**src/rtl/input_buffer.sv**
```systemverilog
// Per-port packet FIFO with first-word fall-through head, feeding the router crossbar.
// Optional sticky write-while-full detection is built when IB_OVERFLOW_CHECK_EN is defined.
module input_buffer #(
    parameter int DEPTH  = 4,
    parameter int DATA_W = 16
) (
    input  logic                     clock,
    input  logic                     reset_n,
    input  logic                     put_valid,
    input  logic [DATA_W-1:0]        put_pkt,
    output logic                     put_ready,
    output logic                     pkt_avail,
    output logic [DATA_W-1:0]        pkt_head,
    input  logic                     read,
    output logic [$clog2(DEPTH):0]   occupancy,
    output logic                     overflow
);

    localparam int PTR_W = $clog2(DEPTH);
    localparam int CNT_W = PTR_W + 1;
    localparam logic [CNT_W-1:0] FULL_CNT = CNT_W'(DEPTH);

    logic [DATA_W-1:0] mem_q [DEPTH];
    logic [DATA_W-1:0] mem_d [DEPTH];
    logic [PTR_W-1:0]  wr_ptr_q, wr_ptr_d;
    logic [PTR_W-1:0]  rd_ptr_q, rd_ptr_d;
    logic [CNT_W-1:0]  count_q, count_d;
    logic              push;
    logic              pop;

    // Flow control looks only at registered count, so read never reaches put_ready.
    assign put_ready = (count_q != FULL_CNT);
    assign pkt_avail = (count_q != '0);
    assign pkt_head  = mem_q[rd_ptr_q];
    assign occupancy = count_q;

    always_comb begin
        push     = put_valid && put_ready;
        pop      = read && pkt_avail;
        wr_ptr_d = wr_ptr_q;
        rd_ptr_d = rd_ptr_q;
        count_d  = count_q;
        mem_d    = mem_q;
        if (push) begin
            mem_d[wr_ptr_q] = put_pkt;
            wr_ptr_d        = wr_ptr_q + PTR_W'(1);
        end
        if (pop) begin
            rd_ptr_d = rd_ptr_q + PTR_W'(1);
        end
        if (push && !pop) begin
            count_d = count_q + CNT_W'(1);
        end else if (pop && !push) begin
            count_d = count_q - CNT_W'(1);
        end
    end

    always_ff @(posedge clock) begin
        if (!reset_n) begin
            wr_ptr_q <= '0;
            rd_ptr_q <= '0;
            count_q  <= '0;
        end else begin
            wr_ptr_q <= wr_ptr_d;
            rd_ptr_q <= rd_ptr_d;
            count_q  <= count_d;
        end
    end

    // Payload storage carries no reset; stale slots are unreachable once pointers clear.
    always_ff @(posedge clock) begin
        if (reset_n) begin
            mem_q <= mem_d;
        end
    end

`ifdef IB_OVERFLOW_CHECK_EN
    logic overflow_q, overflow_d;

    always_comb begin
        overflow_d = overflow_q || (put_valid && !put_ready);
    end

    always_ff @(posedge clock) begin
        if (!reset_n) begin
            overflow_q <= 1'b0;
        end else begin
            overflow_q <= overflow_d;
        end
    end

    assign overflow = overflow_q;
`else
    assign overflow = 1'b0;
`endif

endmodule

```
**config.mk**
```make
export PLATFORM = sky130hd
export DESIGN_NAME = input_buffer
export DESIGN_NICKNAME = d
export VERILOG_FILES = /design/src/rtl/input_buffer.sv
export SDC_FILE = /design/constraint.sdc
export NUM_CORES = 1
export LEC_CHECK = 0
export BUFFER_PORTS_ARGS = -buffer_cell sky130_fd_sc_hd__clkbuf_2
export CAP_MARGIN = 20
export CORE_ASPECT_RATIO = 1.5
export CORE_MARGIN = 2
export CORE_UTILIZATION = 53
export CTS_BUF_LIST = sky130_fd_sc_hd__clkbuf_2 sky130_fd_sc_hd__clkbuf_4 sky130_fd_sc_hd__clkbuf_8
export DETAILED_ROUTE_END_ITERATION = 12
export HOLD_SLACK_MARGIN = 0.08
export PLACE_DENSITY = 0.78
export SLEW_MARGIN = 30
export SYNTH_ARGS = -nofsm -noshare
export SYNTH_HDL_FRONTEND = slang
export SYNTH_SLANG_ARGS = --single-unit
export TNS_END_PERCENT = 1
```
**constraint.sdc**
```tcl
create_clock -name clock -period 1.95 [get_ports clock]
set_input_delay 0.39 -clock clock [delete_from_list [all_inputs] [get_ports clock]]
set_output_delay 0.39 -clock clock [all_outputs]
set_load 0.05 [all_outputs]
```
==> qor.txt <==
placed instance area -> 3130 sq um
Die Area -> 5900 sq um
failing checks -> setup timing
Lkg Pwr -> 1.25 nW
crit path kind -> flip-flop to output pin
Fin. Hold Viols -> 0
Setup-failing EPs final -> 3
Worst Setup Start Kind -> flip-flop
Worst-path clk slew -> 0.07 ns
VDD IR-drop max -> 1.01 mV
fmax -> 506 MHz
Min-Delay Path Depth -> 1
layout cell share with drive strength beyond 1 -> 48.2%
Initial Util -> 54.7%
period utilization -> 101%
FF+latch count, synth -> 71
Clk Latency, worst-skew pair -> 0.33 ns
post-synthesis sequential area ratio -> 73.6%
Synth Cell Area -> 2800 sq um
largest net degree at the start of global routing -> 17
Logic pwr share -> 38.9%
Pins Over Slew Limit -> 0
clock buffer depth -> 2
drt first pass iters -> 4
Cell Pwr Density -> 1410 nW/um^2
worst min path class -> input pin to flip-flop
library cells used by synthesis -> 27
R2R Path End -> occupancy[2]
reg2reg setup slack -> 0.01 ns
CTS tree -> yes
DRT iter0 DRCs -> 63
Crit path buffers/inverters -> 2
crit-path cells -> buf_8, mux4_2, buf_8
Sw Share -> 34.1%
worst hold slack -> 0.275 ns
status -> complete, but fails checks
# hold bufs at CTS -> 0
drt drc -> 0
routability congestion estimate -> 0.783
Syn Nets -> 157
slowest stage delay, CP -> 0.55 ns
Layout area overhead -> 24.4%
slowest CP cell -> mux4_2
synthesized area per cell -> 21.4 sq um
initial antenna violation count -> 0
Via-to-Cell Ratio -> 5.45
reg2reg start -> occupancy[1]
Critical Path Most Common Cell -> buf_8
Psw -> 1.67 mW
RSZ-0062 raised after global routing -> true
Synth Instances -> 131
core area -> 5120 sq um
HPWL Detailed -> 3190 um
Via Count -> 1412
crit-path max FO -> 6
Final nets -> 213
clock share of power -> 22.2%
Total GRT Usage -> 17.6%
Die Ht -> 93.1 um
Avg WL per Cell -> 18.0 um
crit-path leading delay family -> multiplexers
port bufs -> 40
DRT antenna net count -> 0
pre-CTS setup slack -> 0.0178 ns
# H-tree levels -> 3
Hold Path Origin -> put_pkt[13]
Ys Warns -> 0
cell area after layout -> 3490 sq um
area of the multi-input gates -> 678 sq um
Sink Count -> 71
ANT cells -> 0
global-route wire length before repair -> 7490 um
worst r2r path cells -> 7
WP data required -> 1.56 ns
# rows -> 32
CP arrival -> 1.59 ns
worst clock skew -> 0.00931 ns
Crit. End Element -> output pin
Reg area -> 2070 sq um
final wirelength -> 4650 um
total gr overflow -> 0
Inserted Clock Buffers -> 9
via count of the first global-routing pass -> 1598
Setup WS post-layout -> -0.0251 ns
max_cap viols -> 0
Pint -> 3.24 mW
worst hold endpoint -> mem_q[45]
IO Count -> 42
Filler Cell Count -> 370
minimum clock period -> 1.98 ns
final core utilization -> 68.0%
CTS Root Cell -> clkbuf_8
Die Wd -> 63.4 um
register share of total power -> 38.9%
==> worst max path at each step <==
stage,cells past startpoint,end,start,slack [ns]
after detailed placement,7,occupancy[2],occupancy[2],0.02
after CTS,3,pkt_head[4],rd_ptr_q[0],-0.05
after global placement,7,occupancy[2],occupancy[2],0.1
after global routing,3,pkt_head[6],rd_ptr_q[0],-0.07
after floorplan,8,occupancy[2],occupancy[1],-0.002
final,3,pkt_head[4],rd_ptr_q[0],-0.03
==> logic make-up (layout without fill, tap and decap cells) <==
| kind of cell | Yosys count | after routing | synth area share [%] |
|---|---|---|---|
| xor+xnor | 4 | 4 | 1.25 |
| mux | 19 | 19 | 14.3 |
| flops | 71 | 71 | 73.6 |
| fa+ha+maj | 6 | 6 | 2.95 |
| compound gates | 5 | 5 | 2.46 |
| other cells | 1 | 1 | 0.134 |
| buf+inv | 9 | 69 | 2.28 |
| simple gates | 16 | 16 | 3.04 |
==> synthesized netlist by cell type (all sizes together) <==
library cell | number | area (sq um)
edfxtp | 64 | 1920
mux4 | 16 | 372
dfxtp | 7 | 140
buf | 5 | 48.8
ha | 5 | 62.6
nand2 | 5 | 18.8
and3 | 4 | 25.0
and2 | 3 | 18.8
inv | 3 | 11.3
mux2i | 3 | 30.0
xnor2 | 3 | 26.3
a21boi | 2 | 26.3
or3 | 2 | 12.5
clkbuf | 1 | 3.75
conb | 1 | 3.75
fa | 1 | 20.0
nor2 | 1 | 3.75
nor2b | 1 | 6.26
o21ai | 1 | 5.00
o311ai | 1 | 16.3
o31ai | 1 | 21.3
xor2 | 1 | 8.76
==> flip-flops by register name (all words and copies together), names as in the netlist <==
| register | flops |
|---|---|
| mem_q | 64 |
| occupancy | 3 |
| rd_ptr_q | 2 |
| wr_ptr_q | 2 |
==> stage by stage <==
stage          total power [mW]  instances  TNS [ns]
2_1_floorplan              3.20        131  -0.00250
3_3_place_gp               3.44        243         0
3_5_place_dp               3.51        243         0
4_1_cts                    4.88        259    -0.327
5_1_grt                    5.09        259    -0.824
6_report                   4.91        259   -0.0485
==> cells in the final DEF (no fill, tap or decap), drive strengths merged, types with 2 or more instances in the layout <==
cell and instances:
edfxtp 64, clkbuf 40, buf 22, mux4 16, dfxtp 7, nand2 5, ha 5, and3 4
inv 3, mux2i 3, xnor2 3, and2 3, or3 2, clkinv 2, a21boi 2
==> layer usage <==
metal | up-vias | GRT usage [%] | share of wire (%)
li1 | 633 | - | -
met4 | 0 | 10.1 | 3.0
met5 | - | 0 | 0
met3 | 13 | 4.69 | 4.1
met1 | 725 | 17.1 | 34
met2 | 41 | 32.6 | 59
==> worst reg2reg max path: cells and delay by family, from the launching register on <==
| family | cells | cell delay [ns] |
|---|---|---|
| adders and majority gates | 2 | 0.56 |
| and+or+nand+nor | 1 | 0.30 |
| xor gates and xnor gates | 1 | 0.15 |
| buffers and inverters | 1 | 0.05 |
| DFF | 1 | 0.39 |
| AOI/OAI and AO/OA | 2 | 0.41 |
==> final cells by class <==
| class | count | area share, % |
|---|---|---|
| inverter | 3 | 0.323 |
| tap | 68 | 2.44 |
| clock buffer | 11 | 3.98 |
| timing repair buffer | 51 | 13.0 |
| sequential | 71 | 59.5 |
| multi-input combinational | 51 | 19.4 |
| clock inverter | 4 | 1.36 |
==> power by group through the flow <==
stage / sequential, mW / clock (mW) / combinational (mW)
after CTS: 1.91 / 1.12 / 1.85
final: 1.91 / 1.09 / 1.91
after floorplan: 1.98 / 0 / 1.22
after global routing: 1.93 / 1.16 / 2.00
after global placement: 1.92 / 0 / 1.53
after detailed placement: 1.94 / 0 / 1.57
==> repair_timing <==
item	4_1_cts	5_1_grt
gates resized for setup	40	12
pin swaps	1	1
setup endpoints to repair	17	17
setup buffers	1	0
Note: power is estimated with default switching activity, not from simulation.
